File: config.mk
export PLATFORM = sky130hd
export DESIGN_NAME = reset_value_monitor
export DESIGN_NICKNAME = d
export VERILOG_FILES = /design/src/rtl/reset_value_monitor_pkg.sv /design/src/rtl/reset_value_monitor_ch.sv /design/src/rtl/reset_value_monitor.sv
export SDC_FILE = /design/constraint.sdc
export NUM_CORES = 1
export LEC_CHECK = 0
export BUFFER_PORTS_ARGS = -buffer_cell sky130_fd_sc_hd__buf_2
export CAP_MARGIN = 40
export CORE_AREA = 10 10 88 90
export CTS_CLUSTER_SIZE = 12
export DETAILED_ROUTE_END_ITERATION = 16
export DIE_AREA = 0 0 98 100
export GPL_TIMING_DRIVEN = 0
export PLACE_DENSITY = 0.78
export SETUP_SLACK_MARGIN = 0.15
export SLEW_MARGIN = 0
export SYNTH_ARGS = -nofsm -noshare
export SYNTH_HDL_FRONTEND = slang
export SYNTH_SLANG_ARGS = --single-unit
export TNS_END_PERCENT = 30
File: constraint.sdc
create_clock -name clk -period 5.4 [get_ports clk]
set_input_delay 1.35 -clock clk [delete_from_list [all_inputs] [get_ports clk]]
set_output_delay 1.35 -clock clk [all_outputs]
set_load 0.1 [all_outputs]
File: src/rtl/reset_value_monitor_pkg.sv
// Shared types and width helpers for the reset value monitor.
package reset_value_monitor_pkg;

   // Per-channel check state.
   typedef enum logic [1:0] {
      RVM_IDLE   = 2'd0,
      RVM_ARMED  = 2'd1,
      RVM_HOLD   = 2'd2,
      RVM_FAILED = 2'd3
   } rvm_state_e;

   // Width of the latency-window counter: $clog2(LATENCY+1), never below 1.
   function automatic int unsigned rvm_win_w(input int unsigned latency);
      return (latency < 1) ? 1 : $clog2(latency + 1);
   endfunction

   // Width of a channel index, never below 1.
   function automatic int unsigned rvm_idx_w(input int unsigned n);
      return (n < 2) ? 1 : $clog2(n);
   endfunction

endpackage

File: src/rtl/reset_value_monitor_ch.sv
// One channel of the reset value monitor: check FSM plus latency-window counter.
// The pass/fail strobes are combinational; the top registers them together with
// the counters so that pulses and counts move in the same cycle.
module reset_value_monitor_ch
   import reset_value_monitor_pkg::*;
#(
   parameter int unsigned       WIDTH   = 16,
   parameter logic [WIDTH-1:0]  RST_VAL = '0,
   parameter int unsigned       LATENCY = 0
) (
   input  logic             clk,
   input  logic             reset,
   input  logic             rise,
   input  logic             mon_rst,
   input  logic             en,
   input  logic [WIDTH-1:0] data,
   output logic             pass_stb,
   output logic             fail_stb
);

   localparam int unsigned WIN_W = rvm_win_w(LATENCY);
   typedef logic [WIN_W-1:0] win_t;
   localparam win_t WIN_LAST = win_t'(LATENCY);

   rvm_state_e state_q, state_d;
   win_t       win_q, win_d;
   logic       match;

   assign match = (data == RST_VAL);

   // Next-state and event decode. The rise cycle itself is the first sample of
   // the window, so IDLE evaluates it directly and the counter then holds the
   // number of samples already taken.
   always_comb begin
      state_d  = state_q;
      win_d    = win_q;
      pass_stb = 1'b0;
      fail_stb = 1'b0;
      if (!en) begin
         state_d = RVM_IDLE;
      end else begin
         case (state_q)
            RVM_IDLE: begin
               if (rise) begin
                  if (match) begin
                     state_d = RVM_HOLD;
                  end else if (LATENCY == 0) begin
                     fail_stb = 1'b1;
                     state_d  = RVM_FAILED;
                  end else begin
                     state_d = RVM_ARMED;
                     win_d   = win_t'(1);
                  end
               end
            end
            RVM_ARMED: begin
               if (!mon_rst) begin
                  // monitored reset was too short to reach the value
                  fail_stb = 1'b1;
                  state_d  = RVM_IDLE;
               end else if (match) begin
                  state_d = RVM_HOLD;
               end else if (win_q == WIN_LAST) begin
                  fail_stb = 1'b1;
                  state_d  = RVM_FAILED;
               end else begin
                  win_d = win_q + win_t'(1);
               end
            end
            RVM_HOLD: begin
               if (!mon_rst) begin
                  pass_stb = 1'b1;
                  state_d  = RVM_IDLE;
               end else if (!match) begin
                  fail_stb = 1'b1;
                  state_d  = RVM_FAILED;
               end
            end
            RVM_FAILED: begin
               // already reported; wait silently for the reset to drop
               if (!mon_rst) begin
                  state_d = RVM_IDLE;
               end
            end
            default: begin
               state_d = RVM_IDLE;
            end
         endcase
      end
   end

   // State and window counter registers.
   always_ff @(posedge clk or posedge reset) begin
      if (reset) begin
         state_q <= RVM_IDLE;
         win_q   <= '0;
      end else begin
         state_q <= state_d;
         win_q   <= win_d;
      end
   end

endmodule

File: src/rtl/reset_value_monitor.sv
// Reset value monitor: checks that every enabled channel reaches RST_VAL within
// LATENCY cycles of a monitored-reset rise and holds it until the reset falls.
module reset_value_monitor
   import reset_value_monitor_pkg::*;
#(
   parameter int unsigned      NCH          = 4,
   parameter int unsigned      WIDTH        = 16,
   parameter logic [WIDTH-1:0] RST_VAL      = '0,
   parameter int unsigned      LATENCY      = 0,
   parameter int unsigned      CNT_W        = 16,
   parameter bit               STOP_ON_FAIL = 1'b1
) (
   input  logic                         clk,
   input  logic                         reset,
   input  logic                         mon_rst,
   input  logic [NCH*WIDTH-1:0]         data,
   input  logic [NCH-1:0]               chan_en,
   input  logic                         clr,
   output logic [NCH-1:0]               pass_pulse,
   output logic [NCH-1:0]               fail_pulse,
   output logic [NCH-1:0]               fail_sticky,
   output logic [CNT_W-1:0]             pass_cnt,
   output logic [CNT_W-1:0]             fail_cnt,
   output logic [rvm_idx_w(NCH)-1:0]    first_fail_ch,
   output logic                         first_fail_vld,
   output logic                         halt
);

   localparam int unsigned CH_W  = rvm_idx_w(NCH);
   localparam int unsigned PC_W  = $clog2(NCH + 1);
   localparam int unsigned SUM_W = CNT_W + PC_W;
   localparam logic [SUM_W-1:0] CNT_MAX = SUM_W'({CNT_W{1'b1}});

   logic             mon_rst_q;
   logic             rise;
   logic [NCH-1:0]   pass_ev, fail_ev;

   logic [NCH-1:0]   pass_pulse_q, pass_pulse_d;
   logic [NCH-1:0]   fail_pulse_q, fail_pulse_d;
   logic [NCH-1:0]   fail_sticky_q, fail_sticky_d;
   logic [CNT_W-1:0] pass_cnt_q, pass_cnt_d;
   logic [CNT_W-1:0] fail_cnt_q, fail_cnt_d;
   logic [CH_W-1:0]  ff_ch_q, ff_ch_d;
   logic             ff_vld_q, ff_vld_d;
   logic             halt_q, halt_d;

   logic [PC_W-1:0]  pass_pc, fail_pc;
   logic [SUM_W-1:0] pass_sum, fail_sum;
   logic [CH_W-1:0]  ff_lowest;

   // A reset already high when the block leaves reset counts as a rise.
   assign rise = mon_rst & ~mon_rst_q;

   // Per-channel checkers.
   for (genvar i = 0; i < NCH; i++) begin : g_ch
      reset_value_monitor_ch #(
         .WIDTH   (WIDTH),
         .RST_VAL (RST_VAL),
         .LATENCY (LATENCY)
      ) u_ch (
         .clk      (clk),
         .reset    (reset),
         .rise     (rise),
         .mon_rst  (mon_rst),
         .en       (chan_en[i]),
         .data     (data[i*WIDTH +: WIDTH]),
         .pass_stb (pass_ev[i]),
         .fail_stb (fail_ev[i])
      );
   end

   // Population counts of this cycle's events and lowest failing channel.
   always_comb begin
      pass_pc   = '0;
      fail_pc   = '0;
      ff_lowest = '0;
      for (int i = 0; i < NCH; i++) begin
         pass_pc = pass_pc + PC_W'(pass_ev[i]);
         fail_pc = fail_pc + PC_W'(fail_ev[i]);
      end
      for (int i = NCH - 1; i >= 0; i--) begin
         if (fail_ev[i]) ff_lowest = CH_W'(i);
      end
   end

   // Next values of all reported state; clr wipes first, then events land.
   always_comb begin
      pass_pulse_d  = pass_ev;
      fail_pulse_d  = fail_ev;

      pass_sum   = SUM_W'(clr ? '0 : pass_cnt_q) + SUM_W'(pass_pc);
      fail_sum   = SUM_W'(clr ? '0 : fail_cnt_q) + SUM_W'(fail_pc);
      pass_cnt_d = (pass_sum > CNT_MAX) ? {CNT_W{1'b1}} : pass_sum[CNT_W-1:0];
      fail_cnt_d = (fail_sum > CNT_MAX) ? {CNT_W{1'b1}} : fail_sum[CNT_W-1:0];

      fail_sticky_d = (clr ? '0 : fail_sticky_q) | fail_ev;

      ff_vld_d = clr ? 1'b0 : ff_vld_q;
      ff_ch_d  = clr ? '0   : ff_ch_q;
      if (!ff_vld_d && (|fail_ev)) begin
         ff_vld_d = 1'b1;
         ff_ch_d  = ff_lowest;
      end

      halt_d = (clr ? 1'b0 : halt_q) | (STOP_ON_FAIL & (|fail_ev));
   end

   // Output and edge-detect registers.
   always_ff @(posedge clk or posedge reset) begin
      if (reset) begin
         mon_rst_q     <= 1'b0;
         pass_pulse_q  <= '0;
         fail_pulse_q  <= '0;
         fail_sticky_q <= '0;
         pass_cnt_q    <= '0;
         fail_cnt_q    <= '0;
         ff_ch_q       <= '0;
         ff_vld_q      <= 1'b0;
         halt_q        <= 1'b0;
      end else begin
         mon_rst_q     <= mon_rst;
         pass_pulse_q  <= pass_pulse_d;
         fail_pulse_q  <= fail_pulse_d;
         fail_sticky_q <= fail_sticky_d;
         pass_cnt_q    <= pass_cnt_d;
         fail_cnt_q    <= fail_cnt_d;
         ff_ch_q       <= ff_ch_d;
         ff_vld_q      <= ff_vld_d;
         halt_q        <= halt_d;
      end
   end

   assign pass_pulse     = pass_pulse_q;
   assign fail_pulse     = fail_pulse_q;
   assign fail_sticky    = fail_sticky_q;
   assign pass_cnt       = pass_cnt_q;
   assign fail_cnt       = fail_cnt_q;
   assign first_fail_ch  = ff_ch_q;
   assign first_fail_vld = ff_vld_q;
   assign halt           = halt_q;

endmodule

==> metrics.csv, run 1 <==
stage,metric,value,unit
die,start_util,0.4899,
synth,synth-main-ff-cell,dfrtp_1,
sta,setup_viol,0,
grt,grt_pass1_wl,13.61,mm
sta,max_freq,0.2210,GHz
grt,antenna_found_initial,0,
min_path,min_path_type,flop to flop,
sta,worst_pin_slew,0.6571,ns
synth,ys_seq_elements,57,
cells_and_area,areaGrowthSynthToFinish,30.20,%
place,gp_congestion,0.8061,
sta,finalMaxSlewViolations,0,
sta,min_period,4.525,ns
synth,async_reset_ff_frac,1.000,
synth,synthesis.area,3004,µm²
critical_path,startpoint_type,primary input,
job,drv_cap,0,
place,post-place-ws,0.4743,ns
grt,grt_pass1_vias,2784,
critical_path,crit_chain,buf_2 -> nor4_1 -> nand4_1 -> o2111ai_2 -> inv_1 -> fa_1 -> inv_1 -> fa_1 -> inv_1 -> fa_1 -> nand3_1 -> nor3_2 -> nand3_2 -> buf_4 -> o21ai_0,
clock_tree,root_buffer,clkbuf_8,
die,die_x,98,µm
drt,wirelength,8.457,mm
sta,fin_tns_setup,0,ns
synth,synthTopCellsByCount,"dfrtp_1, nand2_1, inv_1, nor2_1",
cells_and_area,nFillCells,547,
drt,first_iter_violations,67,
clock_tree,cts_tree,built,
sta,max_slew_margin,0.5613,
clock_tree,clkTransAtPathRegs,0.06,ns
grt,grt_util_all_layers,0.1697,
synth,ys_top_cells_by_area,"dfrtp_1, xnor2_1, nand2_1",
critical_path,max_stage_delay,0.55,ns
min_path,hold_start,fail_sticky[1],
die,io_pins,120,
drt,vias,2736,
clock_tree,cts-resized-gates,0,
die,die_h,100,µm
power_and_ir_drop,finalPower,1182,µW
sta,fin_skew,0.007502,ns
synth,yosysTopAreaCell,dfrtp_1,
sta,hold-worst-slack,0.4725,ns
grt,grt_max_degree,31,
synth,netlist.area_leader.share,0.4748,
synth,synth-edff-count,0,
power_and_ir_drop,leakage,0.002105,µW
power_and_ir_drop,p_per_area,302.1,nW/µm²
power_and_ir_drop,vdd_ir_drop_max,0.1582,mV
synth,synthesis.nets,383,
drt,drc_errors,0,
critical_path,cp_slowest_cell,fa_1,
synth,syn-instance-count,303,
clock_tree,clk_path_buf_depth,2,
sta,final.setup.worst_slack,0.8748,ns
critical_path,timing.rr.start,mon_rst_q,
clock_tree,postCtsHoldBufs,0,
place,portBuffers,119,
cells_and_area,antenna_cells,0,
clock_tree,clkLatencyLatePin,0.33,ns
place,dp_hpwl,6.660,mm
critical_path,crit_start,data[9],
die,rows,29,
drt,antenna_left,0,
synth,synth.most_common_cell,dfrtp_1,
synth,seq_area_frac_synth,0.4748,
cells_and_area,nNetsFinal,514,
sta,hold_violations,0,
grt,grt-ovfl-total,0,
synth,syn_area_per_cell,9.915,µm²
critical_path,endpoint_kind,flop,
synth,yosysWarnings,0,
clock_tree,cts_made_buffers,9,
drt,post_drt_wl_per_cell,16.42,µm
synth,yosysUniqueCellTypes,50,
cells_and_area,multi_input_area,1458,µm²
critical_path,required,5.65,ns
sta,fin_crit_sh,0.8380,
die,coreArea,6132,µm²
drt,first_pass_iters,4,
drt,viasPerCell,5.313,
critical_path,cp_max_fo,10,
status,outcome,"complete, no violations",
critical_path,critPathArrivalTime,4.78,ns
cells_and_area,drive_gt1_frac,0.3493,
critical_path,path_class,primary input to flop,
clock_tree,post_cts_buffers,0,
die,dieArea,9800,µm²
sta,rsz0062_at_grt,no,
cells_and_area,layout.area.seq,1426,µm²
clock_tree,htree_num_levels,3,
clock_tree,cts.sinks,57,
final cells by class:
type	count	share of cell area
clock inverter	3	0.01024
multi-input combinational	218	0.3727
inverter	20	0.01919
sequential	57	0.3647
clock buffer	12	0.03967
tap	77	0.02463
timing repair buffer	120	0.1574
buffer	8	0.01152
per-layer routing:
layer,wire [µm],share of wire,vias to the layer above,global-route usage
met2,4094,0.48,94,0.2848
met5,0,0,-,0
met1,3613,0.43,1310,0.1997
li1,-,-,1324,-
met4,96,0.011,0,0.06376
met3,652,0.077,8,0.05288
cells in the final DEF (no fill, tap or decap), types with 3 or more instances in the layout:
cell type / instances
buf_2: 122
dfrtp_1: 57
nand2_1: 37
nor2_1: 19
inv_1: 18
nor4_1: 17
xnor2_1: 17
nor2b_1: 13
o21ai_0: 13
a21oi_1: 11
nor3_1: 11
clkbuf_8: 11
nand3_1: 8
nand4_1: 6
xor2_1: 6
fa_1: 6
nand2b_1: 5
a21o_1: 5
a21boi_0: 4
clkbuf_1: 4
nand3b_1: 4
and3_1: 3
sequential cells by signal (all words and copies together) (netlist names):
register and cells:
mon_rst_q 1, fail_pulse 4, fail_cnt 16, first_fail_ch 2, halt 1, pass_cnt 16, fail_sticky 4, first_fail_vld 1
pass_pulse 4, g_ch.u_ch.state_q 8
worst max-delay path: cells and delay by family:
| kind | cells | cell delay, ns |
|---|---|---|
| buf+inv | 5 | 0.62 |
| compound gates | 2 | 0.41 |
| fa+ha+maj | 3 | 1.15 |
| simple gates | 5 | 1.24 |
through the flow:
step / util / std cells / instance area (µm²)
2_1_floorplan: - / 303 / 3004
3_3_place_gp: 0.6027 / 499 / 3696
3_5_place_dp: 0.6060 / 500 / 3716
4_1_cts: 0.6378 / 515 / 3911
5_1_grt: 0.6378 / 515 / 3911
6_report: 0.6378 / 515 / 3911
worst paths after layout:
check                                          end  cells after the start  slack [ns]
setup / recovery                       fail_cnt[9]                     15        0.87
min in group asynchronous  g_ch[2].u_ch.state_q[0]                      2        1.11
max in group asynchronous             pass_cnt[13]                      3        3.71
hold / removal                      fail_sticky[1]                      1        0.47
hold reg to reg                     fail_sticky[1]                      1        0.47
setup reg to reg                       fail_cnt[9]                     15        1.86
logic make-up (layout without fill, tap and decap cells):
family / after synthesis / count (layout) / share of synthesized area
simple gates: 137 / 137 / 0.2541
compound gates: 50 / 50 / 0.1158
xor+xnor: 23 / 23 / 0.06705
flops: 57 / 57 / 0.4748
fa+ha+maj: 8 / 8 / 0.04831
buf+inv: 28 / 163 / 0.03998
where the power goes:
part	internal (µW)	leakage (µW)	switching, µW
logic	71.4	0.00124	241
clock network	234	0.000102	167
registers	453	0.000765	14.7
total	758	0.00211	424
(Power assumes the default switching activity.)
==> run 2: changes to the inputs <==
Settings changed: ABC_AREA from default to 1, CORE_AREA 10 10 88 90 to 10 10 93 95, DIE_AREA 0 0 98 100 to 0 0 103 105, PLACE_DENSITY 0.78 to 0.75.
Clock period 5.4 ns to 4.6 ns, I/O delays scaled along.
==> run 2 against run 1 <==
Compared with the run above:
- sequential cell count unchanged
- non-clock buffer count rose by 1
- sequential power up 30%
- die area grew 10%
- core utilization shrank 0.49 points
- clock skew up 0.0011 ns
- cell count is 29% higher
- combinational power increased by 110%
- critical path type unchanged
==> metrics.csv, run 2 <==
stage,metric,value,unit,change
status,outcome,"complete, no violations",,unchanged
critical_path,max_stage_delay,0.49,ns,was 0.55 ns
synth,ys_top_cells_by_area,"dfrtp_1, nand2_1, nor2_1",,"was dfrtp_1, xnor2_1, nand2_1"
synth,synth-edff-count,0,,unchanged
clock_tree,cts_tree,built,,unchanged
sta,fin_skew,0.008588,ns,was 0.007502 ns
critical_path,critPathTopFamily,adder cells,,was simple AND/OR/NAND/NOR gates
drt,first_pass_iters,4,,unchanged
place,dp_hpwl,7.091,mm,was 6.660 mm
sta,max_freq,0.2416,GHz,
synth,synthesis.nets,531,,was 383
sta,worst_pin_slew,0.5819,ns,was 0.6571 ns
place,post-place-ws,-0.2138,ns,was 0.4743 ns
clock_tree,clkTransAtPathRegs,0.06,ns,about the same
synth,synth-main-ff-cell,dfrtp_1,,unchanged
place,gp_congestion,0.8911,,was 0.8061
drt,wirelength,8.887,mm,was 8.457 mm
place,portBuffers,119,,unchanged
min_path,min_path_type,flop to flop,,unchanged
drt,viasPerCell,4.949,,was 5.313
clock_tree,htree_num_levels,3,,unchanged
sta,min_period,4.139,ns,
synth,syn-instance-count,451,,was 303
die,die_x,103,µm,was 98 µm
drt,first_iter_violations,84,,was 67
grt,grt_pass1_vias,3534,,was 2784
drt,post_drt_wl_per_cell,13.34,µm,was 16.42 µm
synth,ys_seq_elements,57,,unchanged
synth,async_reset_ff_frac,1.000,,unchanged
critical_path,critPathArrivalTime,4.34,ns,was 4.78 ns
sta,rsz0062_at_grt,no,,unchanged
synth,synth.most_common_cell,nand2_1,,was dfrtp_1
critical_path,startpoint_type,primary input,,unchanged
clock_tree,root_buffer,clkbuf_8,,unchanged
clock_tree,clk_path_buf_depth,2,,unchanged
drt,vias,3296,,was 2736
grt,grt_pass1_wl,15.21,mm,was 13.61 mm
synth,yosysTopAreaCell,dfrtp_1,,unchanged
power_and_ir_drop,vdd_ir_drop_max,0.2019,mV,was 0.1582 mV
die,io_pins,120,,unchanged
synth,netlist.area_leader.share,0.4243,,was 0.4748
clock_tree,cts.sinks,57,,unchanged
sta,hold_violations,0,,unchanged
die,dieArea,10820,µm²,was 9800 µm²
place,dp.cells,651,,was 500
grt,grt-ovfl-total,0,,unchanged
critical_path,cp_num_buf_inv,7,,was 5
synth,yosysWarnings,0,,unchanged
die,start_util,0.4976,,was 0.4899
cells_and_area,nNetsFinal,662,,was 514
job,drv_cap,0,,unchanged
critical_path,cp_slowest_cell,nor4_2,,was fa_1
cells_and_area,mostFrequentLayoutCells,"nand2_1, buf_2, nor2_1, inv_1, dfrtp_1",,"was buf_2, dfrtp_1, nand2_1, nor2_1, inv_1"
die,rows,30,,was 29
synth,yosysUniqueCellTypes,33,,was 50
sta,max_slew_margin,0.6121,,was 0.5613
clock_tree,post_cts_buffers,0,,unchanged
grt,grt_max_degree,36,,was 31
sta,setup_viol,0,,unchanged
cells_and_area,areaGrowthSynthToFinish,27.21,%,was 30.20%
sta,finalMaxSlewViolations,0,,unchanged
power_and_ir_drop,p_per_area,396.3,nW/µm²,was 302.1 nW/µm²
power_and_ir_drop,leakage,0.002389,µW,was 0.002105 µW
drt,drc_errors,0,,unchanged
critical_path,required,4.80,ns,was 5.65 ns
clock_tree,postCtsHoldBufs,0,,unchanged
critical_path,crit_chain,buf_2 -> clkbuf_2 -> clkbuf_2 -> nor4_2 -> fa_1 -> inv_1 -> fa_1 -> inv_1 -> fa_1 -> nand3_1 -> nor2_1 -> nand2_1 -> nor2_1 -> inv_1 -> nor2_2 -> nand3_2 -> buf_2 -> nand2_1,,was buf_2 -> nor4_1 -> nand4_1 -> o2111ai_2 -> inv_1 -> fa_1 -> inv_1 -> fa_1 -> inv_1 -> fa_1 -> nand3_1 -> nor3_2 -> nand3_2 -> buf_4 -> o21ai_0
die,coreArea,6756,µm²,was 6132 µm²
grt,grt_util_all_layers,0.1697,,about the same
synth,syn_area_per_cell,7.454,µm²,was 9.915 µm²
sta,fin_crit_sh,0.8997,,
critical_path,endpoint_kind,flop,,unchanged
cells_and_area,antenna_cells,0,,unchanged
cells_and_area,drive_gt1_frac,0.2782,,was 0.3493
cells_and_area,instances_no_fill,666,,was 515
clock_tree,cts_made_buffers,9,,unchanged
synth,synthTopCellsByCount,"nand2_1, nor2_1, inv_1, dfrtp_1, nand3_1",,"was dfrtp_1, nand2_1, inv_1, nor2_1"
grt,antenna_found_initial,0,,unchanged
drt,antenna_left,0,,unchanged
sta,final.setup.worst_slack,0.4615,ns,was 0.8748 ns
die,die_h,105,µm,was 100 µm
critical_path,path_class,primary input to flop,,unchanged
clock_tree,clkLatencyLatePin,0.33,ns,about the same
critical_path,cp_max_fo,10,,unchanged
synth,seq_area_frac_synth,0.4243,,was 0.4748
synth,synthesis.area,3362,µm²,was 3004 µm²
cells_and_area,layout_commonest_cell,nand2_1,,was buf_2
[run 2: cell count changes in the layout (fill, tap and decap cells not counted), moves of 5 or more]
cell	previous run	this run
nand4_1	6	11
inv_1	18	60
xor2_1	6	16
nand3_1	8	24
nor2_1	19	76
nor2b_1	13	0
nand2b_1	5	0
nand2_1	37	122
xnor2_1	17	6
nor4_1	17	1
a21o_1	5	0
[run 2: worst paths after layout]
check	from	endpoint	slack (ns)	depth (start not counted)
setup / recovery	mon_rst	pass_cnt[1]	0.46	18
setup reg to reg	g_ch[0].u_ch.state_q[0]	fail_cnt[4]	1.14	21
max in group asynchronous	reset	fail_pulse[1]	3.21	3
min in group asynchronous	reset	fail_cnt[6]	0.84	2
hold / removal	halt	halt	0.48	2
hold reg to reg	halt	halt	0.48	2
[run 2: power breakdown]
group	switching, µW	internal, µW	leakage [µW]	total, µW
combinational	524	135	0.00154	659
clock	190	236	0.0000915	426
sequential	45.8	563	0.000758	609
[run 2: cell type report]
cell class / count / area, µm²
repair buffers: 120 / 615.6
flip-flops and latches: 57 / 1426
clock inverters: 2 / 12.51
inverters: 64 / 242.7
multi-input cells: 321 / 1649
fillers: 621 / 2480
well taps: 80 / 100.1
clock buffers: 13 / 168.9
plain buffers: 9 / 61.31
[run 2: cells by family after synthesis]
logic type,synth area share
AO/OA/AOI/OAI,0.05582
XOR/XNOR,0.05731
adder cells (fa/ha/maj),0.04317
buffers and inverters,0.08969
flip-flops,0.4243
AND/OR/NAND/NOR,0.3297
[run 2: routing by layer]
layer	share of wire	vias to the layer above	global-route usage
met1	0.44	1489	0.2019
met2	0.46	121	0.2728
li1	-	1670	-
met5	0	-	0
met3	0.071	16	0.05138
met4	0.021	0	0.07555
[run 2: worst min-delay path: stages (launching register included)]
cell	delay, ns
dfrtp_1	0.34
nand2_1	0.05
nand2_1	0.05
[run 2: repair_timing]
action / CTS / global route
endpoints found under the hold margin: 0 / 0
endpoints found under the setup margin: 1 / 32
gates resized for setup: 1 / 7
[run 2: per-stage QoR]
stage / hold slack (ns) / total power, µW / area (µm²) / util / TNS (ns)
detailed placement: 0.4680 / 1278 / 4078 / 0.6035 / -2.567
CTS: 0.4857 / 1710 / 4265 / 0.6313 / 0
global route: 0.5256 / 1790 / 4277 / 0.6330 / 0
floorplan: 0.4831 / 1132 / 3362 / - / 0
finish: 0.4779 / 1695 / 4277 / 0.6330 / 0
global placement: 0.4603 / 1262 / 4058 / 0.6006 / -0.9589
==> run 3: changes to the inputs <==
Settings changed: CORE_AREA 10 10 93 95 to 5 5 88 90, DIE_AREA 0 0 103 105 to 0 0 93 95.
==> run 3 against run 2 <==
Compared with the run above:
- clock power rose by 1%
- largest cell class unchanged
- fmax fell by 0.52%
- clock skew rose by 0.0022 ns
==> metrics.csv, run 3 (synthesis gave the netlist of run 2 again) <==
stage,metric,value,unit,change
drt,antenna_left,0,,unchanged
power_and_ir_drop,combPwrFrac,0.387,,was 0.389
cells_and_area,antenna_cells,0,,unchanged
cells_and_area,mostFrequentLayoutCells,"nand2_1, buf_2, nor2_1, inv_1, dfrtp_1",,unchanged
sta,max_slew_margin,0.5963,,was 0.6121
sta,max_freq,0.2404,GHz,was 0.2416 GHz
clock_tree,clk_path_buf_depth,2,,unchanged
grt,grt_util_all_layers,0.1967,,was 0.1697
sta,finalMaxSlewViolations,0,,unchanged
cells_and_area,drive_gt1_frac,0.2782,,unchanged
sta,fin_skew,0.01078,ns,was 0.008588 ns
power_and_ir_drop,power_frac_seq,0.358,,was 0.359
power_and_ir_drop,leakage,0.002395,µW,was 0.002389 µW
clock_tree,clkTransAtPathRegs,0.06,ns,about the same
cells_and_area,layout_commonest_cell,nand2_1,,unchanged
clock_tree,htree_num_levels,3,,unchanged
critical_path,endpoint_kind,flop,,unchanged
status,outcome,"complete, no violations",,unchanged
clock_tree,clkLatencyLatePin,0.35,ns,was 0.33 ns
clock_tree,post_cts_buffers,0,,unchanged
power_and_ir_drop,p_int,931.1,µW,was 934.0 µW
critical_path,rrSetupSlack,1.05,ns,was 1.14 ns
grt,grt-ovfl-total,0,,unchanged
critical_path,reg2regPathDepth,21,,unchanged
clock_tree,cts.sinks,57,,unchanged
cells_and_area,nNetsFinal,662,,unchanged
grt,grt_pass1_wl,13.89,mm,was 15.21 mm
place,gp_congestion,0.8925,,was 0.8911
grt,grt_pass1_vias,3297,,was 3534
job,drv_cap,0,,unchanged
drt,wirelength,8.060,mm,was 8.887 mm
cells_and_area,final_core_utilization,0.6124,,was 0.6330
die,start_util,0.4815,,was 0.4976
drt,post_drt_wl_per_cell,12.07,µm,was 13.34 µm
cells_and_area,areaGrowthSynthToFinish,27.17,%,was 27.21%
drt,vias,3294,,was 3296
critical_path,startpoint_type,primary input,,unchanged
die,rows,31,,was 30
power_and_ir_drop,vdd_ir_drop_max,0.1648,mV,was 0.2019 mV
die,dieArea,8835,µm²,was 10820 µm²
min_path,hold-path-cell-count,2,,unchanged
min_path,min_path_type,flop to flop,,unchanged
power_and_ir_drop,p_per_area,396.5,nW/µm²,was 396.3 nW/µm²
drt,first_iter_violations,103,,was 84
cells_and_area,nFillCells,635,,was 621
grt,grt_max_degree,31,,was 36
critical_path,path_class,primary input to flop,,unchanged
power_and_ir_drop,pwr-share-clk,0.255,,was 0.252
clock_tree,cts_tree,built,,unchanged
grt,use_met3,0.04861,,was 0.05138
grt,busiest_layer,met2,,unchanged
critical_path,critPathArrivalTime,4.44,ns,was 4.34 ns
critical_path,required,4.88,ns,was 4.80 ns
sta,setup_viol,0,,unchanged
power_and_ir_drop,power.switching,763.9,µW,was 760.8 µW
place,dp_hpwl,6.337,mm,was 7.091 mm
die,die_h,95,µm,was 105 µm
sta,rsz0062_at_grt,yes,,was no
die,io_pins,120,,unchanged
drt,drc_errors,0,,unchanged
clock_tree,root_buffer,clkbuf_8,,unchanged
grt,grtUsageMet2,0.3389,,was 0.2728
sta,min_period,4.160,ns,was 4.139 ns
die,die_x,93,µm,was 103 µm
sta,fin_crit_sh,0.9043,,was 0.8997
place,portBuffers,119,,unchanged
sta,hold_violations,0,,unchanged
drt,viasPerCell,4.931,,was 4.949
drt,first_pass_iters,4,,unchanged
power_and_ir_drop,swShare,0.4507,,was 0.4489
critical_path,cp_max_fo,10,,unchanged
clock_tree,cts_made_buffers,9,,unchanged
sta,worst_pin_slew,0.6047,ns,was 0.5819 ns
place,dp.cells,653,,was 651
grt,grt.met1_usage,0.2295,,was 0.2019
cells_and_area,instances_no_fill,668,,was 666
die,coreArea,6982,µm²,was 6756 µm²
grt,antenna_found_initial,0,,unchanged
==> run 3: cell types whose count changed in the layout (fill, tap and decap cells not counted) <==
cell        delta
clkbuf_1       -1
clkinv_2       +2
clkinvlp_4     -1
nand2_1        +1
nand2_2        -1
==> run 3: final timing paths <==
path                             endpoint                     from
min reg2reg                fail_sticky[1]           fail_sticky[1]
max reg2reg                   fail_cnt[5]  g_ch[0].u_ch.state_q[0]
max in group asynchronous     fail_cnt[0]                    reset
max                           fail_cnt[5]                  mon_rst
min                        fail_sticky[1]           fail_sticky[1]
min in group asynchronous     fail_cnt[3]                    reset
==> run 3: per-layer routing <==
| metal | up-vias | part of all wire |
|---|---|---|
| li1 | 1674 | - |
| met1 | 1484 | 0.42 |
| met2 | 119 | 0.48 |
| met3 | 17 | 0.075 |
| met4 | 0 | 0.022 |
| met5 | - | 0 |
==> run 3: per-stage QoR <==
| step | hold WS, ns | total power (µW) | setup slack, ns | area [µm²] | setup TNS [ns] |
|---|---|---|---|---|---|
| 2_1_floorplan | 0.4831 | 1132 | 0.5214 | 3362 | 0 |
| 4_1_cts | 0.4876 | 1701 | 0.1806 | 4260 | 0 |
| 5_1_grt | 0.5092 | 1789 | 0.06798 | 4275 | 0 |
| 3_5_place_dp | 0.4681 | 1276 | -0.1798 | 4080 | -1.695 |
| 3_3_place_gp | 0.4593 | 1258 | -0.1172 | 4060 | -1.133 |
| 6_report | 0.4831 | 1695 | 0.4400 | 4275 | 0 |
==> run 3: repair_timing <==
action / in CTS / in global routing
setup endpoints to repair: 0 / 30
hold buffers: 0 / 0
gates resized for setup: 0 / 7
==> run 3: layout make-up <==
type	count	area (µm²)	share of cell area
Buffer	9	61.31	0.01434
Clock buffer	12	165.2	0.03863
Clock inverter	3	15.01	0.003512
Inverter	64	242.7	0.05678
Multi-Input combinational cell	321	1647	0.3851
Sequential cell	57	1426	0.3336
Tap cell	82	102.6	0.02400
Timing Repair Buffer	120	615.6	0.1440
==> run 3: critical path, cell delays in order <==
cell and delay [ns]:
buf_2 0.13, inv_1 0.12, nor2_1 0.10, inv_2 0.12, nand2_1 0.06, nand2_1 0.06
nand2_1 0.04, nand2_1 0.16, inv_1 0.11, fa_1 0.54, inv_1 0.05, fa_1 0.36
inv_1 0.09, fa_1 0.22, inv_1 0.08, nor3_4 0.23, nand2_2 0.11, nor2_2 0.10
nand3_1 0.11, nor2_2 0.13, nand2_2 0.11, buf_6 0.16, nand2_1 0.07
==> run 3: power groups by stage <==
stage                     sequential, µW  clock (µW)  combinational [µW]
after global placement               613           0                 645
after global routing                 616         458                 715
after floorplan                      938           0                 195
after detailed placement             615           0                 660
final                                607         432                 656
after CTS                            608         433                 660
